### src/rtl/hazard_scoreboard_ctrl.sv
`default_nettype none
// ============================================================================
// Module   : hazard_scoreboard_ctrl
// Brief    : ID-stage interlock for an in-order 5-stage pipeline. Keeps a
//            per-register countdown of in-flight writes plus a multiplier
//            occupancy counter, and holds IF/ID / bubbles EX on hazards.
// Revision : 1.0 - initial release
// ============================================================================
module hazard_scoreboard_ctrl #(
    parameter int NREG    = 32,
    parameter int LAT_ALU = 3,
    parameter int LAT_MUL = 5,
    parameter int MUL_OCC = 4,
    parameter int CW      = $clog2(LAT_MUL + 1)
) (
    input  logic            clk,
    input  logic            resetn,
    input  logic            id_valid,
    input  logic [4:0]      id_rs1,
    input  logic            id_rs1_used,
    input  logic [4:0]      id_rs2,
    input  logic            id_rs2_used,
    input  logic [4:0]      id_rd,
    input  logic            id_rd_wr,
    input  logic            id_is_mul,
    input  logic            flush,
    output logic            if_stall,
    output logic            id_issue,
    output logic            ex_bubble,
    output logic            hazard_raw,
    output logic            hazard_mul,
    output logic [NREG-1:0] busy_mask,
    output logic [31:0]     stall_count
);

    // Multiplier counter only needs to hold MUL_OCC-1; keep at least one bit.
    localparam int            c_mul_w   = (MUL_OCC > 1) ? $clog2(MUL_OCC) : 1;
    localparam logic [CW-1:0] c_lat_alu = CW'(LAT_ALU);
    localparam logic [CW-1:0] c_lat_mul = CW'(LAT_MUL);
    localparam logic [c_mul_w-1:0] c_mul_load = c_mul_w'(MUL_OCC - 1);

    logic [NREG-1:0]    w_busy;
    logic [c_mul_w-1:0] r_mul_cnt;
    logic [31:0]        r_stall_count;
    logic               w_raw;
    logic               w_mul;
    logic               w_stall;
    logic               w_issue;

    // x0 is hard-wired, so it never carries a pending write.
    assign w_busy[0] = 1'b0;

    // One countdown per architectural register; loaded on issue of a writer.
    for (genvar r = 1; r < NREG; r++) begin : g_reg
        logic [CW-1:0] r_cnt;

        // Load latency on issue of a writer to this register, else count down.
        always_ff @(posedge clk or negedge resetn) begin
            if (!resetn) begin
                r_cnt <= '0;
            end else if (w_issue && id_rd_wr && (id_rd == 5'(r))) begin
                r_cnt <= id_is_mul ? c_lat_mul : c_lat_alu;
            end else if (r_cnt != '0) begin
                r_cnt <= r_cnt - 1'b1;
            end
        end

        assign w_busy[r] = (r_cnt != '0);
    end

    // RAW on either source, plus conservative WAW on the destination.
    always_comb begin
        w_raw = 1'b0;
        if (id_valid) begin
            w_raw = (id_rs1_used && (id_rs1 != 5'd0) && w_busy[id_rs1]) ||
                    (id_rs2_used && (id_rs2 != 5'd0) && w_busy[id_rs2]) ||
                    (id_rd_wr    && (id_rd  != 5'd0) && w_busy[id_rd]);
        end
    end

    assign w_mul   = id_valid && id_is_mul && (r_mul_cnt != '0);
    // A flush kills the ID instruction, so there is nothing left to hold.
    assign w_stall = (w_raw || w_mul) && !flush;
    assign w_issue = id_valid && !w_stall && !flush;

    // Multiplier occupancy: reload on each issued MUL, otherwise drain.
    always_ff @(posedge clk or negedge resetn) begin
        if (!resetn) begin
            r_mul_cnt <= '0;
        end else if (w_issue && id_is_mul) begin
            r_mul_cnt <= c_mul_load;
        end else if (r_mul_cnt != '0) begin
            r_mul_cnt <= r_mul_cnt - 1'b1;
        end
    end

    // Saturating count of stalled cycles for performance monitoring.
    always_ff @(posedge clk or negedge resetn) begin
        if (!resetn) begin
            r_stall_count <= '0;
        end else if (w_stall && (r_stall_count != 32'hFFFF_FFFF)) begin
            r_stall_count <= r_stall_count + 32'd1;
        end
    end

    assign if_stall    = w_stall;
    assign id_issue    = w_issue;
    assign ex_bubble   = !w_issue;
    assign hazard_raw  = w_raw;
    assign hazard_mul  = w_mul;
    assign busy_mask   = w_busy;
    assign stall_count = r_stall_count;

endmodule
`default_nettype wire
### config.mk
export PLATFORM = sky130hd
export DESIGN_NAME = hazard_scoreboard_ctrl
export DESIGN_NICKNAME = d
export VERILOG_FILES = /design/src/rtl/hazard_scoreboard_ctrl.sv
export SDC_FILE = /design/constraint.sdc
export NUM_CORES = 1
export LEC_CHECK = 0
export CAP_MARGIN = 20
export CORE_MARGIN = 5
export CORE_UTILIZATION = 40
export CTS_CLUSTER_SIZE = 28
export DETAILED_ROUTE_END_ITERATION = 16
export SYNTH_ARGS = -nofsm -noshare
export SYNTH_HDL_FRONTEND = slang
export SYNTH_SLANG_ARGS = --single-unit
### constraint.sdc
create_clock -name clk -period 2.85 [get_ports clk]
set_input_delay 0.57 -clock clk [delete_from_list [all_inputs] [get_ports clk]]
set_output_delay 0.57 -clock clk [all_outputs]
set_load 0.01 [all_outputs]
==> impl_summary.txt, run 1 <==
----------------------------------------------------
[Run status]
  Outcome ... finished with violations
  Violated checks ... negative setup slack

[Min path]
  Worst min-delay path category ... in -> async

[Yosys]
  Count of unique library cells instantiated by Yosys ... 74
  Mean instance size in the synthesized netlist ... slightly above 9 um^2
  Top FF cell, synth ... dfrtp_1
  FFs w/ async S/R, synth ... 100%
  Post-synthesis cell area ... 0.00849 mm^2
  Mapped Nets ... approximately 1000
  Count of yosys warnings during synthesis ... 0
  EDFF count, synth ... 0
  Gate Count Post-Synth ... just over 900
  Seq/Total Area, Yosys ... a little under two fifths
  Flop and latch count out of synthesis ... 127

[Global route]
  Antenna violations before repair ... 0
  Total congestion overflow ... 0
  Number of global-route vias before repair ... between 7k and 8k
  Global Route Usage Sum ... 21.7%
  First-pass GRT wire length ... 41300 um
  Maximum number of pins on one net before global-route repair ... 51

[Final layout]
  Fraction of layout cells with a size suffix above 1 ... 44.4%
  Finished Cell Area ... 0.0138 mm^2
  Total area of multi-input combinational cells ... 0.00589 mm^2
  Count of inserted antenna diode cells ... 0
  Most frequent cells in the layout ... buf_4 (256), dfrtp_1 (127), clkdlybuf4s50_1 (77)
  Most common cell after layout, fill and taps aside ... buf_4
  Final-stage net count ... 1349
  Area added between synthesis and finish ... 62.3%
  Area taken by flip-flops and latches ... ~0.0032 mm^2
  Fillers ... 1628

[Setup path]
  Crit path to ... ex_bubble
  Critical Path Sink Type ... primary output
  CP cell instances ... inv_2 -> ha_4 -> nor2b_4 -> inv_2 -> mux4_2 -> mux2_4 -> a32o_2 -> a21oi_4 -> and4b_2 -> nor3b_4 -> buf_4 -> inv_2 -> buf_6
  Data arrival time of the critical path ... 3.07 ns
  Worst-path fanout max ... 2
  Crit start category ... flop
  Startpoint-to-endpoint class of the critical path ... reg -> out
  Startpoint of the worst setup timing path ... g_reg[11].r_cnt[1]
  Crit path largest cell delay ... 0.43 ns
  Setup slack on the worst flop-to-flop path ... -0.36 ns
  Critical-path top delay cell ... mux4_2
  Worst-case reg-to-reg path depth ... 16
  Reg-to-reg startpoint ... g_reg[18].r_cnt[0]
  Cell repeated most along the worst path ... inv_2
  Critical Path RT ... between 2 and 2.5 ns
  Reg-to-reg endpoint ... stall_count[10]

[Die]
  Starting density of the core ... 40.5%
  Vertical die dimension ... 156 um
  Overall die width ... 156 um
  Core area ... ~0.021 mm^2
  Die ar. ... 0.0242 mm^2
  Top-level port count ... 92
  Placement row count ... 53

[Route]
  # DRC ... 0
  Post-DR vias/cell ... 5.20
  DRC violation total after the first TritonRoute iteration ... slightly below 600
  Detailed-router iteration count before antenna repair ... 6
  WL/cell ... 17.9 um
  Via count ... 8064
  Detail Route Antenna Nets ... 0
  Routed wire length ... roughly 28000 um

[STA]
  Endpoints failing setup ... 129
  Skew final ... about 0.014 ns
  Transition time of the tightest slew-check pin ... 0.626 ns
  Fmax ... 275 MHz
  Share of the clock period used by the worst path after layout ... 128%
  Number of hold violations in the final report ... 0
  Clock period minus worst slack ... 3.64 ns
  Unrepaired setup endpoints after global routing ... true
  Tightest slew margin relative to the limit ... 58.2%
  Number of max-slew violations in the final report ... 0
  Setup slack of the critical path after layout ... -0.786 ns

[Clock network]
  Sinks on the clock net ... 127
  TritonCTS clock tree ... built
  Max H-tree Level ... 4
  Master cell of the clock root buffer ... clkbuf_16
  TritonCTS Buffers ... 17
  Number of buffers on the longest clock path ... 2
  Worst-skew pair later-pin latency ... ~0.43 ns
  Clock edge transition at the registers on the reported setup and hold paths ... 0.06 ns

[Pwr]
  Power Total ... ~13 mW
  Share of power burned in combinational logic ... 60.8%
  Share of total power in sequential cells ... 22.6%
  Clk pwr share ... 16.6%
  Total power per unit cell area ... 970 mW/mm^2
  Worst voltage drop across the vdd grid ... just under 500 uV
  Leak Pwr ... between 6 and 7 nW
  Cell internal pwr ... 8.38 mW
  Switching Share ... 37.3%
  NetSw ... 4.99 mW

[Run]
  Number of maximum-capacitance violations ... 0

[Placed design]
  Area of placed instances ... roughly 0.011 mm^2
  Global placement routability congestion ... 0.926
  Port bufs ... 90
  Post-DP HPWL ... about 19000 um

----------------------------------------------------
-- Yosys cell counts, types with 6 or more instances --
library cell	instances	area, um^2
a21oi_1	37	185
and3_1	6	37.5
buf_2	20	100
clkbuf_1	31	116
dfrtp_1	127	3180
ha_1	64	801
inv_1	80	300
mux2i_1	40	400
mux4_2	11	248
nand2_1	69	259
nand2b_1	40	250
nand3_1	30	150
nand3b_1	12	90.1
nor2_1	75	282
nor3_1	17	85.1
nor4_2	6	75.1
o21ai_0	48	240
o21ai_1	16	80.1
o31ai_1	16	120
xnor2_1	48	420
xor2_1	15	131
-- metrics by stage --
| stage | TNS [ns] | hold WS [ns] | utilization (%) | setup slack [ns] | instances |
|---|---|---|---|---|---|
| floorplan | -0.576 | 0.274 | - | -0.309 | 910 |
| global placement | -77.54 | 0.479 | 54.4 | -1.20 | 1465 |
| detailed placement | -82.03 | 0.480 | 54.4 | -1.23 | 1465 |
| CTS | -25.44 | 0.115 | 60.1 | -0.812 | 1513 |
| global route | -45.71 | 0.131 | 65.7 | -0.905 | 1550 |
| finish | -29.33 | 0.106 | 65.7 | -0.786 | 1550 |
-- area by class of cell --
type	instances	share of cell area [%]
Timing Repair Buffer	392	25.1
Clock buffer	17	3.09
Sequential cell	127	23.1
Inverter	81	2.21
Multi-Input combinational cell	643	42.8
Clock inverter	15	1.22
Tap cell	275	2.50
-- worst min path at each step --
stage	slack, ns	depth (start not counted)	from	end
finish	0.11	1	resetn	g_reg[12].r_cnt[1]
global route	0.13	1	resetn	g_reg[12].r_cnt[1]
CTS	0.12	1	resetn	g_reg[15].r_cnt[1]
detailed placement	0.48	1	stall_count[18]	stall_count[18]
global placement	0.48	2	r_mul_cnt[1]	r_mul_cnt[1]
floorplan	0.27	0	resetn	g_reg[10].r_cnt[0]
-- power groups by stage --
stage	combinational (mW)	clock [mW]	sequential, mW
6_report	8.13	2.22	3.01
5_1_grt	8.89	2.34	3.11
4_1_cts	7.16	2.26	2.99
3_5_place_dp	6.63	0	3.00
3_3_place_gp	6.44	0	2.98
2_1_floorplan	3.49	0	3.02
-- logic make-up after synthesis --
kind of cell / count (synthesis) / share of synthesized area [%]
adders and majority gates: 64 / 9.44
AOI/OAI and AO/OA: 156 / 11.7
other: 1 / 0.0442
buffers and inverters: 140 / 6.99
xor gates and xnor gates: 63 / 6.50
muxes: 53 / 7.90
DFF: 127 / 37.4
and+or+nand+nor: 306 / 20.0
-- worst max-delay path: cells and delay by family (launching register included) --
family	cells	cell delay, ns
adder cells (fa/ha/maj)	1	0.14
multiplexers	2	0.71
buffers and inverters	5	0.40
flip-flops	1	0.39
AO/OA/AOI/OAI	2	0.36
AND/OR/NAND/NOR	3	0.64
-- what timing repair did --
action | 4_1_cts | 5_1_grt
setup endpoints to repair | 129 | 132
hold buffers | 0 | 0
pin swaps | 27 | 60
setup buffers | 15 | 40
gates resized for setup | 143 | 217
cloned | 1 | 1
-- registers in the layout, indices dropped and copies added (netlist names) --
signal and count:
stall_count 32, g.r_cnt 93, r_mul_cnt 2
-- metal layers --
layer  GRT usage (%)  up-vias  wire (um)
met5               0        -          0
met4            5.75        0        636
met3            5.21       57       1840
met2            34.7      271      13300
met1            29.6     3924      11900
li1                -     3812          -
Note: power is estimated with default switching activity, not from simulation.
==> run 2, diff against run 1 <==
--- a/config.mk
+++ b/config.mk
@@ -5,7 +5,6 @@
 export SDC_FILE = /design/constraint.sdc
 export NUM_CORES = 1
 export LEC_CHECK = 0
-export CAP_MARGIN = 20
 export CORE_MARGIN = 5
 export CORE_UTILIZATION = 40
 export CTS_CLUSTER_SIZE = 28
==> results of run 2 <==
Same layout as run 1: the final DEF is identical, and so are final timing and power.
==> run 3, diff against run 2 <==
==> constraint.sdc (replaced) <==
create_clock -name clk -period 4.3 [get_ports clk]
set_input_delay 0.86 -clock clk [delete_from_list [all_inputs] [get_ports clk]]
set_output_delay 0.86 -clock clk [all_outputs]
set_load 0.01 [all_outputs]
==> impl_summary.txt, run 3 (synthesis gave the netlist of run 1 again) <==
----------------------------------------------------
[Setup path]
  Crit start category ... input port
  Data arrival time of the critical path ... ~3.3 ns
  Startpoint-to-endpoint class of the critical path ... in -> out
  Worst-path fanout max ... 14
  Critical Path RT ... 3.44 ns
  Critical Path Sink Type ... primary output

[Final layout]
  Count of inserted antenna diode cells ... 0
  Register bank with the most flops ... g.r_cnt
  Largest register FFs ... 93
  Final-stage net count ... 1118
  Area taken by flip-flops and latches ... 0.00318 mm^2
  Most common cell after layout, fill and taps aside ... dfrtp_1
  Most frequent cells in the layout ... dfrtp_1 (127), clkdlybuf4s50_1 (83), inv_1 (80)
  Total area of multi-input combinational cells ... 0.00476 mm^2
  Fraction of layout cells with a size suffix above 1 ... between 15 and 20%
  Fillers ... 2014
  Final cell utilization of the core ... just over 50%
  Area added between synthesis and finish ... 24.9%

[Clock network]
  Sinks on the clock net ... approximately 130
  Number of buffers added to fix hold violations after cts ... 0
  TritonCTS clock tree ... built
  Master cell of the clock root buffer ... clkbuf_16
  Clock edge transition at the registers on the reported setup and hold paths ... 0.06 ns
  Worst-skew pair later-pin latency ... 0.42 ns
  Max H-tree Level ... 4
  TritonCTS Buffers ... 17
  Number of buffers on the longest clock path ... 2

[Die]
  Placement row count ... 53
  Overall die width ... 156 um
  Core area ... about 0.021 mm^2
  Vertical die dimension ... 156 um
  Die ar. ... between 0.02 and 0.025 mm^2
  Starting density of the core ... 40.5%
  Top-level port count ... 92

[STA]
  Skew final ... 0.0106 ns
  Clock period minus worst slack ... ~4.2 ns
  Endpoints failing setup ... 0
  Tightest slew margin relative to the limit ... 42.1%
  Fmax ... ~240 MHz
  Number of hold violations in the final report ... 0
  Setup slack of the critical path after layout ... 0.124 ns
  Unrepaired setup endpoints after global routing ... false
  Share of the clock period used by the worst path after layout ... 97.1%
  Number of max-slew violations in the final report ... 0
  Transition time of the tightest slew-check pin ... 0.868 ns

[Route]
  DRC violation total after the first TritonRoute iteration ... approximately 330
  Length of routed met3 wiring ... around 1500 um
  Routed wire length ... 22700 um
  Length of routed met2 wiring ... just over 10000 um
  WL/cell ... 17.2 um
  Detailed-router iteration count before antenna repair ... 5
  Post-DR vias/cell ... 5.12
  # DRC ... 0
  Detail Route Antenna Nets ... 0
  Via count ... 6757
  Routed met1 length ... 10400 um
  Max Used Layer ... met4

[Pwr]
  Power Total ... 6.62 mW
  Total power per unit cell area ... 625 mW/mm^2
  Worst voltage drop across the vdd grid ... 278 uV
  Leak Pwr ... 4.76 nW

[Run]
  Number of maximum-capacitance violations ... 0

[Global route]
  Antenna violations before repair ... 0
  Total congestion overflow ... 0
  Number of global-route vias before repair ... just under 7k
  Global Route Usage Sum ... 19.7%
  First-pass GRT wire length ... 37200 um
  Maximum number of pins on one net before global-route repair ... 94

[Placed design]
  Place WS ... -0.311 ns
  Post-DP HPWL ... 17300 um
  Global placement routability congestion ... 0.906
  Port bufs ... 90

[Run status]
  Outcome ... finished clean

[Min path]
  Worst min-delay path category ... reg -> reg

----------------------------------------------------
==> run 3: changes by cell type in the layout (fill, tap and decap cells not counted), sizes merged <==
cell and change:
clkbuf +3, clkdlybuf4s15 +1, dlymetal6s2s -3, inv -8, dlygate4sd2 -2, clkinv +4
buf -234, clkdlybuf4s50 +6, clkinvlp +2
==> run 3: report_power, final <==
group / total [mW] / internal (mW) / switching (mW)
clock: 1.36 / 0.810 / 0.554
combinational: 3.22 / 1.59 / 1.63
sequential: 2.04 / 1.72 / 0.321
total: 6.62 / 4.12 / 2.51
==> run 3: metrics by stage <==
step	std cells	TNS, ns	cell area [um^2]	hold slack (ns)
after floorplan	910	0	8490	0.467
after global placement	1285	-0.675	9990	0.478
after detailed placement	1285	-0.849	9990	0.480
after CTS	1319	0	10600	0.495
after global routing	1319	0	10600	0.508
final	1319	0	10600	0.490
==> run 3: final timing paths <==
path	cells after the start	from	to	slack (ns)
hold / removal	1	stall_count[18]	stall_count[18]	0.49
min in group asynchronous	1	resetn	stall_count[1]	0.53
setup / recovery	12	id_rd[0]	ex_bubble	0.12
hold reg to reg	1	stall_count[18]	stall_count[18]	0.49
setup reg to reg	12	g_reg[16].r_cnt[0]	g_reg[19].r_cnt[1]	0.96
max in group asynchronous	2	resetn	stall_count[28]	2.96
==> run 3: metal layers <==
metal,vias up,global-route usage [%]
li1,3345,-
met1,3201,26.4
met2,183,31.1
met3,28,5.49
met4,0,6.09
met5,-,0
==> run 3: area by class of cell <==
cell class                      count  share of cell area, %
Sequential cell                   127                   30.0
Multi-Input combinational cell    643                   44.9
Inverter                           81                   2.87
Clock buffer                       19                   4.18
Tap cell                          275                   3.25
Timing Repair Buffer              161                   13.7
Clock inverter                     13                   1.09
==> run 3: worst max-delay path, cell delays in order <==
cell and delay (ns):
clkdlybuf4s50_1 0.44, buf_12 0.17, or4_4 0.55, o22ai_2 0.14, a311o_1 0.18, o41ai_4 0.10, a21oi_4 0.16, and4b_1 0.22
nor3b_2 0.17, buf_4 0.15, inv_1 0.04, buf_2 0.13
==> run 3: repair_timing <==
item                                    4_1_cts  5_1_grt
endpoints found under the setup margin        4        3
setup buffers                                 2        0
pin swaps                                     1        3
resized for setup                            13       10
